<file path="src/rtl/pin_check_arbiter.sv">
// Two-lane PIN checker sharing one comparator: round-robin grant, fixed-latency compare,
// per-lane consecutive-failure counting with lockout until an operator clear.
module pin_check_arbiter #(
    parameter logic [15:0] PASSWORD     = 16'h3761,
    parameter int          MAX_ATTEMPTS = 3,
    parameter int          CHECK_LAT    = 2,
    parameter int          CNT_W        = 2
) (
    input  logic                 clk,
    input  logic                 rst,
    input  logic [1:0]           req,
    input  logic [15:0]          pin0,
    input  logic [15:0]          pin1,
    input  logic [1:0]           clear_block,
    output logic [1:0]           grant,
    output logic [1:0]           ack,
    output logic                 pass,
    output logic                 fail,
    output logic [1:0]           blocked,
    output logic                 busy,
    output logic [1:0]           dbg_state,
    output logic [2*CNT_W-1:0]   dbg_cnt
);
    // Handshake: req[i] is a level held until ack[i]; ack is a single-cycle pulse and
    // pass/fail are qualified by it. A lane must drop req for a cycle before it is re-granted.

    localparam int LAT_W = $clog2(CHECK_LAT + 1);
    localparam logic [LAT_W-1:0] LAT_LOAD = LAT_W'(CHECK_LAT);
    localparam logic [CNT_W-1:0] MAX_CNT  = CNT_W'(MAX_ATTEMPTS);

    localparam logic [1:0] S_IDLE  = 2'd0;
    localparam logic [1:0] S_CHECK = 2'd1;
    localparam logic [1:0] S_RESP  = 2'd2;

    logic [1:0]            state_q, state_d;
    logic [1:0]            grant_q, grant_d;
    logic [LAT_W-1:0]      lat_q, lat_d;
    logic [15:0]           pin_q, pin_d;
    logic [1:0]            armed_q, armed_d;
    logic                  rr_last_q, rr_last_d;
    logic [1:0]            blocked_q, blocked_d;
    logic [1:0][CNT_W-1:0] cnt_q, cnt_d;

    logic [1:0] eligible;
    logic       match;
    logic       pick;
    logic       g_idx;

    assign eligible = req & armed_q & ~blocked_q;
    assign match    = (pin_q == PASSWORD);
    assign g_idx    = grant_q[1];

    always_comb begin
        state_d   = state_q;
        grant_d   = grant_q;
        lat_d     = lat_q;
        pin_d     = pin_q;
        armed_d   = armed_q | ~req;
        rr_last_d = rr_last_q;
        blocked_d = blocked_q;
        cnt_d     = cnt_q;
        pick      = 1'b0;

        case (state_q)
            S_IDLE: begin
                if (|eligible) begin
                    // On a tie the lane that did not win last time goes first.
                    pick      = (eligible == 2'b11) ? ~rr_last_q : eligible[1];
                    grant_d   = pick ? 2'b10 : 2'b01;
                    pin_d     = pick ? pin1 : pin0;
                    armed_d[pick] = 1'b0;
                    rr_last_d = pick;
                    lat_d     = LAT_LOAD;
                    state_d   = S_CHECK;
                end
            end
            S_CHECK: begin
                if (lat_q == '0) state_d = S_RESP;
                else             lat_d   = lat_q - 1'b1;
            end
            S_RESP: begin
                state_d = S_IDLE;
                grant_d = 2'b00;
                if (match) begin
                    cnt_d[g_idx] = '0;
                end else if (cnt_q[g_idx] != MAX_CNT) begin
                    cnt_d[g_idx] = cnt_q[g_idx] + 1'b1;
                    if (cnt_q[g_idx] + 1'b1 == MAX_CNT) blocked_d[g_idx] = 1'b1;
                end
            end
            default: begin
                state_d = S_IDLE;
                grant_d = 2'b00;
            end
        endcase

        // Operator clear overrides a same-cycle failure update.
        for (int i = 0; i < 2; i++) begin
            if (clear_block[i]) begin
                cnt_d[i]     = '0;
                blocked_d[i] = 1'b0;
            end
        end
    end

    always_ff @(posedge clk or negedge rst) begin
        if (!rst) begin
            state_q   <= S_IDLE;
            grant_q   <= 2'b00;
            lat_q     <= '0;
            pin_q     <= '0;
            armed_q   <= 2'b11;
            rr_last_q <= 1'b1;
            blocked_q <= 2'b00;
            cnt_q     <= '0;
        end else begin
            state_q   <= state_d;
            grant_q   <= grant_d;
            lat_q     <= lat_d;
            pin_q     <= pin_d;
            armed_q   <= armed_d;
            rr_last_q <= rr_last_d;
            blocked_q <= blocked_d;
            cnt_q     <= cnt_d;
        end
    end

    assign grant     = grant_q;
    assign ack       = (state_q == S_RESP) ? grant_q : 2'b00;
    assign pass      = (state_q == S_RESP) &  match;
    assign fail      = (state_q == S_RESP) & ~match;
    assign blocked   = blocked_q;
    assign busy      = (state_q != S_IDLE);
    assign dbg_state = state_q;
    assign dbg_cnt   = cnt_q;

endmodule

</file>
<file path="config.mk">
export PLATFORM = sky130hd
export DESIGN_NAME = pin_check_arbiter
export DESIGN_NICKNAME = d
export VERILOG_FILES = /design/src/rtl/pin_check_arbiter.sv
export SDC_FILE = /design/constraint.sdc
export NUM_CORES = 1
export LEC_CHECK = 0
export BUFFER_PORTS_ARGS = -buffer_cell sky130_fd_sc_hd__buf_2
export CORE_AREA = 2 2 60 62
export CTS_CLUSTER_DIAMETER = 30
export CTS_CLUSTER_SIZE = 25
export DETAILED_ROUTE_END_ITERATION = 8
export DIE_AREA = 0 0 62 64
export PLACE_DENSITY_LB_ADDON = 0.25
export SETUP_SLACK_MARGIN = 0.1
export SYNTH_ARGS = -nofsm -noshare
export SYNTH_HDL_FRONTEND = slang
export SYNTH_SLANG_ARGS = --single-unit
export TNS_END_PERCENT = 100
</file>
<file path="constraint.sdc">
create_clock -name clk -period 2.9 [get_ports clk]
set_input_delay 0.58 -clock clk [delete_from_list [all_inputs] [get_ports clk]]
set_output_delay 0.58 -clock clk [all_outputs]
set_load 0.01 [all_outputs]
</file>
# Word-level counts from Yosys, hierarchy flattened
# Index checks and enable logic that the tools add are counted.
dict set report totals {
  output_inout_bits 15
  ff_bits 31
  inputBits 38
  wordCells 99
}
dict set report classes {
  add_sub_neg 2
  magnitude_cmp 4
  mux 34
  reduce_logical 23
  bitwise_logic 15
  eq_ne 11
}
# cell count
set op_table {}
lappend op_table {{2-to-1 mux 2 bit} 18}
lappend op_table {{== test 16 x 14 -> 1 bit, second input constant} 1}
lappend op_table {{2-to-1 mux 16 bit} 1}
lappend op_table {{nonzero test 2 bit} 8}
lappend op_table {{2-to-1 mux 4 bit} 3}
lappend op_table {{inequality test 2 bit, second input constant} 6}
lappend op_table {{case mux 2 bit (2 select lines)} 3}
lappend op_table {{AND reduction 2 bit} 5}
lappend op_table {{AND reduction 4 bit} 2}
lappend op_table {{AND 2 bit} 3}
lappend op_table {{== test 2 bit, second input constant} 3}
lappend op_table {{inverter 2 bit} 3}
lappend op_table {{nonzero test 3 bit} 2}
lappend op_table {{2-to-1 mux 1 bit} 5}
lappend op_table {{AND 4 bit} 1}
lappend op_table {{bitwise mux 4 bit} 1}
lappend op_table {{zero test 2 bit} 2}
lappend op_table {{< comparator 1 x 2 -> 1 bit, second input constant} 2}
lappend op_table {{inverter 4 bit} 1}
lappend op_table {{bitwise OR 2 bit} 2}
lappend op_table {{inverter 1 bit} 3}
lappend op_table {{AND reduction 3 bit} 1}
lappend op_table {{adder 2 x 1 -> 2 bit, second input constant} 1}
lappend op_table {{AND 1 bit} 2}
lappend op_table {{other kinds (7)} 10}

# Longest topological paths before layout
# Gate-level depths: netlist of run 1.
dict set report logic_depth {
  depth_word 12
  ltp_mapped 8
  depth_no_buf 7
}

# Worst setup path after synthesis of run 1
# No wires, ideal clock.
dict set report synth_path {
  path_type {flip-flop to flip-flop}
  startpoint {register grant_q[1], in the netlist grant[1]}
  endpoint {register cnt_q, in the netlist dbg_cnt[0]}
  slack_ns 0.802
  path_buffers 1
  setup_ns 0.077
  synth_period_minus_slack_ns 2.098
  t_required_ns 2.823
  stages_incl_launch_ff 8
  arrival_ns 2.021
  cell_sequence {dfrtp_1 > clkbuf_1 > mux2_2 > ha_1 > nor4b_1 > mux2_2 > nand2_1 > a21oi_1}
}
dict set report synth_via {
  elab_chain_cells 9
  word_cells_on_any_way 18
  cone_classes {1 x add/sub; 2 x order compare; 1 x eq/ne; 9 x mux; 2 x bitwise; 3 x reduce/logical}
}
# element line
set synth_rtl {}
lappend synth_rtl {{start, declared} 36} ;# logic [1:0] grant_q, grant_d;
lappend synth_rtl {{start signal, assigned} 118} ;# grant_q <= grant_d;
lappend synth_rtl {{< comparator 1 x 2 -> 1 bit (implied by the code) or greater-or-equal comparator 1 bit (tied branches)} {85, 87}}
lappend synth_rtl {{logical AND 1 bit (implied by the code)} {85, 87}}
lappend synth_rtl {{2-to-1 mux 2 bit (implied by the code)} {85, 87}}
lappend synth_rtl {{demux 2 bit (select 1 bit)} {85, 87}}
lappend synth_rtl {{bitwise mux 4 bit or inverter 4 bit (tied branches)} -}
lappend synth_rtl {{2-to-1 mux 4 bit or AND 4 bit (tied branches)} -}
lappend synth_rtl {{2-to-1 mux 4 bit} 84} ;# if (match) begin
lappend synth_rtl {{2-to-1 mux 4 bit} 64} ;# case (state_q)
lappend synth_rtl {{2-to-1 mux 2 bit} 99} ;# if (clear_block[i]) begin
lappend synth_rtl {{end signal, assigned} 124} ;# cnt_q <= cnt_d;
lappend synth_rtl {{end, declared} 42} ;# logic [1:0][CNT_W-1:0] cnt_q, cnt_d;
# Several ways; a longest one is shown, not always the timed one. The select of a mux whose other input is x is not followed.
# A chain may end at the register's enable or synchronous reset.

# Worst setup path after layout of run 1
dict set report layout_path {
  startpoint {register pin_q[1]}
  endpoint {output port pass}
}
dict set report layout_via {
  elab_chain_cells 2
}
# element line
set layout_rtl {}
lappend layout_rtl {{start, declared} 38} ;# logic [15:0] pin_q, pin_d;
lappend layout_rtl {{start signal, assigned} 120} ;# pin_q <= pin_d;
lappend layout_rtl {{== test 16 x 14 -> 1 bit} 50} ;# assign match = (pin_q == PASSWORD);
lappend layout_rtl {{AND 1 bit} 130} ;# assign pass = (state_q == S_RESP) & match;
lappend layout_rtl {{end, declared} 17} ;# output logic pass,
# No other way between the ends.

==> results.py, run 1 <==
metrics = {
    "clock_network": {
        "clkTransAtPathRegs_ns": 0.09,
        "postCtsSetupRepairBufs": 0,
        "root_buffer": "clkbuf_4",
        "clk_path_buf_depth": 2,
        "cts_sinks": 31,
        "clk_latency_ns": 0.33,
        "cts_tree": "yes",
        "hold_buffers": 0,
        "htreeDepth": 2,
        "cts_buffers": 5,
        "cts-resized-gates": 0,
    },
    "critical_path": {
        "path_depth": 4,
        "path_delay_family": "simple AND/OR/NAND/NOR gates",
        "crit_buf_inv": 1,
        "path_max_fanout": 7,
        "startpoint_type": "flip-flop",
        "reg2reg_depth": 6,
        "crit_arrival_ns": 1.94,
        "crit_chain": "nor4bb_1, nand4_1, nor2_1, buf_2",
        "max_stage_delay_ns": 0.54,
        "crit_type": "reg2out",
        "crit_slowest_cell": "nor4bb_1",
        "endpoint_kind": "output port",
        "required_ns": 2.32,
    },
    "power": {
        "p_int_w": 0.00108,
        "p_leak_nw": 0.960,
        "comb_power_share": 0.428,
        "p_sw_frac": 0.372,
        "power.density_mw_per_mm2": 909,
        "netSwitchingPower_w": 0.000644,
        "p_seq_frac": 0.436,
        "ir_worst_vdd_mv": 0.446,
        "pwr-share-clk": 0.137,
    },
    "route": {
        "wire_per_inst_um": 14.1,
        "drc": 0,
        "firstDrtPassIters": 4,
        "num_vias": 1299,
        "vias_per_cell": 5.39,
        "postRouteAntennaNets": 0,
        "drt_wl_total_um": 3400,
        "drt_iter0_markers": 66,
    },
    "synthesis": {
        "synth_cells": 141,
        "yosysTopAreaCellShare": 0.440,
        "ys_warn_count": 0,
        "yosys-top-cells-area": "dfrtp_1, a221o_1, nor2b_1, dfstp_2, buf_6",
        "syn_area_mm2": 0.00159,
        "yosys_register_bits": 31,
        "yosysSeqAreaShare": 0.489,
        "synth_top_cell_by_area": "dfrtp_1",
        "avgSynthCellArea_um2": 11.3,
        "syn_nets": 182,
        "yosysUniqueCellTypes": 34,
    },
    "sta": {
        "finalHoldViolCount": 0,
        "setup_tns_ns": 0,
        "setup_viol": 0,
        "final.min_clock_period_ns": 2.52,
        "timing.final.crit_share": 0.871,
        "whs_ns": 0.278,
        "worst_pin_slew_ns": 0.746,
        "slew_viol_final": 0,
        "clock_skew_ns": 0.00546,
        "rsz0062_at_grt": "no",
        "timing.fmax_mhz": 396,
        "relSlewSlack": 0.501,
    },
    "finish": {
        "mostFrequentLayoutCell": "buf_2",
        "layout_common_cells": "buf_2, dfrtp_1, nor2b_1, a221o_1, nor2_1",
        "nets": 235,
        "final_util": 0.579,
        "drive_gt1_frac": 0.349,
        "syn_to_final_growth_pct": 19.3,
        "num_antenna_cells": 0,
        "final_area_mm2": 0.00190,
        "stdcell_count": 241,
    },
    "floorplan": {
        "io_pins": 53,
        "die-area_mm2": 0.00397,
        "num_rows": 21,
        "start_util": 0.485,
        "core_mm2": 0.00328,
        "die_y_um": 64,
        "die_w_um": 62,
    },
    "place": {
        "dp_cells": 233,
        "dp.final_hpwl_um": 2510,
        "place.gp.congestion": 0.771,
        "io_buffers": 52,
        "dpl_cell_area_mm2": 0.00185,
    },
    "global_routing": {
        "grt-ovfl-total": 0,
        "grt_max_degree": 32,
        "grt_pass1_wl_um": 5790,
        "gr-usage-all-layers": 0.195,
        "antenna_found_initial": 0,
        "grt_pass1_vias": 1309,
    },
    "flow_run": {
        "maxCapViolations": 0,
    },
    "min_path": {
        "hold_path_class": "in2async",
    },
    "status": {
        "status": "complete, no violations",
    },
}
stage by stage:
stage | setup slack (ns) | total power [W]
2_1_floorplan | 0.802 | 0.00134
3_3_place_gp | 0.781 | 0.00145
3_5_place_dp | 0.724 | 0.00149
4_1_cts | 0.346 | 0.00174
5_1_grt | 0.202 | 0.00186
6_report | 0.375 | 0.00173
logic make-up after synthesis:
family / Yosys count / share of synthesized area
simple gates: 49 / 0.195
compound gates: 39 / 0.206
flops: 31 / 0.489
buf+inv: 15 / 0.0589
mux: 4 / 0.0275
fa+ha+maj: 3 / 0.0236
cell type report:
cell class / instances / area [um^2]
sequential: 31 / 779
clock inverter: 1 / 5.00
tap: 46 / 57.6
multi-input combinational: 95 / 721
timing repair buffer: 52 / 260
fill: 300 / 1380
inverter: 9 / 33.8
clock buffer: 7 / 45.0
layer usage:
metal	routed length, um	vias to the layer above	track usage	part of all wire
li1	-	628	-	-
met1	1540	617	0.254	0.45
met2	1600	45	0.305	0.47
met3	184	9	0.0486	0.054
met4	70	0	0.0798	0.021
met5	0	-	0	0
worst paths after layout:
check	from	to	slack (ns)
setup / recovery	pin_q[1]$_DFFE_PN0P_	pass	0.38
hold / removal	rst	pin_q[6]$_DFFE_PN0P_	0.28
setup reg to reg	grant[1]$_DFFE_PN0P_	dbg_cnt[0]$_DFFE_PN0P_	0.70
hold reg to reg	armed_q[0]$_DFF_PN1_	armed_q[0]$_DFF_PN1_	0.47
max in group asynchronous	rst	dbg_cnt[3]$_DFFE_PN0P_	2.19
min in group clk	req[0]	armed_q[0]$_DFF_PN1_	0.39
synthesized netlist by cell type, drive strengths merged:
master	n
nor4bb	2
and4b	1
dfrtp	28
dfstp	3
o211ai	1
nand3	1
a21o	2
nor3	1
nand2	5
nand3b	5
a41oi	1
nor4b	2
o21bai	1
a22o	2
o21ai	3
a21oi	8
nand4	1
nand2b	1
mux2i	1
a22oi	1
a211oi	1
a221o	16
clkbuf	1
a31oi	3
and4	1
or2	1
buf	5
mux2	3
nor2	12
nor2b	16
inv	9
ha	3
flip-flops by register name (all words and copies together) (netlist names):
register   count
pin_q         16
dbg_cnt        4
lat_q          2
dbg_state      2
rr_last_q      1
grant          2
armed_q        2
blocked        2
power by group through the flow:
stage                     Clock (W)  Sequential (W)  Combinational (W)
after floorplan                   0        0.000723           0.000613
final                      0.000236        0.000753           0.000739
after CTS                  0.000244        0.000752           0.000742
after detailed placement          0        0.000759           0.000736
after global placement            0        0.000750           0.000700
after global routing       0.000264        0.000776           0.000824
(Power assumes the default switching activity.)
==> run 2, diff against run 1 <==
clock period = 2.41 ns   (was 2.9 ns; I/O delays follow)
==> results.py, run 2 (synthesis results as in run 1) <==
metrics = {
    "sta": {
        "final.min_clock_period_ns": 2.12,
        "relSlewSlack": 0.540,
        "whs_ns": 0.169,
        "rsz0062_at_grt": "yes",
        "setup_tns_ns": 0,
        "finalHoldViolCount": 0,
        "setup_viol": 0,
        "worst_pin_slew_ns": 0.688,
        "timing.final.crit_share": 0.881,
        "slew_viol_final": 0,
        "timing.fmax_mhz": 471,
        "clock_skew_ns": 0.0110,
    },
    "finish": {
        "mostFrequentLayoutCell": "buf_2",
        "syn_to_final_growth_pct": 24.7,
        "layout_common_cells": "buf_2, dfrtp_1, nor2b_1, a221o_1, nor2_1",
        "num_antenna_cells": 0,
        "nets": 239,
        "largest_register_ffs": 16,
        "fill_cells": 276,
        "regMostFlops": "pin_q",
        "final_util": 0.605,
        "drive_gt1_frac": 0.392,
    },
    "power": {
        "p_int_w": 0.00144,
        "total_power_w": 0.00226,
        "pwr-share-clk": 0.181,
        "ir_worst_vdd_mv": 0.477,
        "p_sw_frac": 0.361,
        "p_leak_nw": 0.999,
        "power.density_mw_per_mm2": 1130,
        "netSwitchingPower_w": 0.000814,
        "comb_power_share": 0.418,
        "p_seq_frac": 0.401,
    },
    "clock_network": {
        "root_buffer": "clkbuf_4",
        "clk_latency_ns": 0.34,
        "cts_buffers": 5,
        "hold_buffers": 0,
        "clkTransAtPathRegs_ns": 0.11,
        "htreeDepth": 2,
        "clk_path_buf_depth": 2,
        "cts_tree": "yes",
        "cts_sinks": 31,
    },
    "place": {
        "place.gp.congestion": 0.817,
        "dp.final_hpwl_um": 2650,
        "io_buffers": 52,
    },
    "critical_path": {
        "crit_chain": "nor4bb_2, and4_1, nor2_1, buf_2",
        "required_ns": 1.93,
        "crit_slowest_cell": "nor4bb_2",
        "crit_buf_inv": 1,
        "path_max_fanout": 3,
        "r2r_slack_ns": 0.39,
        "crit_arrival_ns": 1.64,
        "path_delay_family": "simple AND/OR/NAND/NOR gates",
        "max_stage_delay_ns": 0.43,
        "endpoint_kind": "output port",
        "crit_type": "reg2out",
        "startpoint_type": "flip-flop",
    },
    "global_routing": {
        "grt_pass1_wl_um": 6090,
        "grt-ovfl-total": 0,
        "grt_max_degree": 32,
        "gr-usage-all-layers": 0.205,
        "antenna_found_initial": 0,
        "grt_pass1_vias": 1369,
    },
    "route": {
        "num_vias": 1336,
        "drt_wl_total_um": 3550,
        "postRouteAntennaNets": 0,
        "wire_per_inst_um": 14.5,
        "vias_per_cell": 5.45,
        "drc": 0,
        "firstDrtPassIters": 4,
        "drt_iter0_markers": 119,
    },
    "status": {
        "status": "complete, no violations",
    },
    "floorplan": {
        "start_util": 0.485,
        "die-area_mm2": 0.00397,
        "core_mm2": 0.00328,
        "die_y_um": 64,
        "die_w_um": 62,
        "io_pins": 53,
        "num_rows": 21,
    },
    "flow_run": {
        "maxCapViolations": 0,
    },
    "min_path": {
        "hold_path_class": "in2async",
    },
}
-- run 2: changes by cell type in the layout (fill, tap and decap cells not counted) --
cell	delta
nor4bb_1	-2
nor4b_2	+2
clkinv_4	+1
buf_4	+4
nor4bb_2	+2
bufinv_16	+1
nor4b_1	-2
clkbuf_1	-2
-- run 2: repair_timing --
| item | 4_1_cts | 5_1_grt |
|---|---|---|
| resized for setup | 0 | 4 |
| setup buffers | 0 | 0 |
| endpoints found under the setup margin | 0 | 3 |
-- run 2: power by group through the flow --
stage,combinational (W),clock [W],sequential [W]
2_1_floorplan,0.000737,0,0.000871
3_3_place_gp,0.000891,0,0.000880
3_5_place_dp,0.000924,0,0.000897
4_1_cts,0.000930,0.000418,0.000891
5_1_grt,0.00105,0.000438,0.000928
6_report,0.000942,0.000409,0.000904
-- run 2: final timing paths --
check	from	endpoint	depth (start not counted)
min in group clk	req[0]	armed_q[0]$_DFF_PN1_	2
min reg2reg	armed_q[0]$_DFF_PN1_	armed_q[0]$_DFF_PN1_	2
max	pin_q[1]$_DFFE_PN0P_	fail	4
max reg2reg	grant[1]$_DFFE_PN0P_	dbg_cnt[0]$_DFFE_PN0P_	6
min	rst	pin_q[0]$_DFFE_PN0P_	1
max in group asynchronous	rst	grant[0]$_DFFE_PN0P_	1
-- run 2: area by class of cell --
| class | count | area [um^2] | share of cell area |
|---|---|---|---|
| clock inverters | 3 | 43.8 | 0.0220 |
| well taps | 46 | 57.6 | 0.0289 |
| clock buffers | 5 | 37.5 | 0.0189 |
| inverters | 9 | 33.8 | 0.0170 |
| multi-input cells | 95 | 746 | 0.375 |
| flip-flops and latches | 31 | 779 | 0.392 |
| repair buffers | 56 | 290 | 0.146 |
-- run 2: layer usage --
| layer | vias to the layer above | global-route usage | part of all wire |
|---|---|---|---|
| li1 | 638 | - | - |
| met1 | 649 | 0.268 | 0.45 |
| met2 | 44 | 0.323 | 0.49 |
| met3 | 5 | 0.0506 | 0.052 |
| met4 | 0 | 0.0745 | 0.0096 |
| met5 | - | 0 | 0 |
-- run 2: stage by stage --
stage | area (um^2) | instances | setup WS, ns
finish | 1990 | 245 | 0.286
global route | 1990 | 245 | 0.142
CTS | 1960 | 245 | 0.158
detailed placement | 1880 | 237 | 0.257
global placement | 1880 | 237 | 0.431
floorplan | 1590 | 141 | 0.312
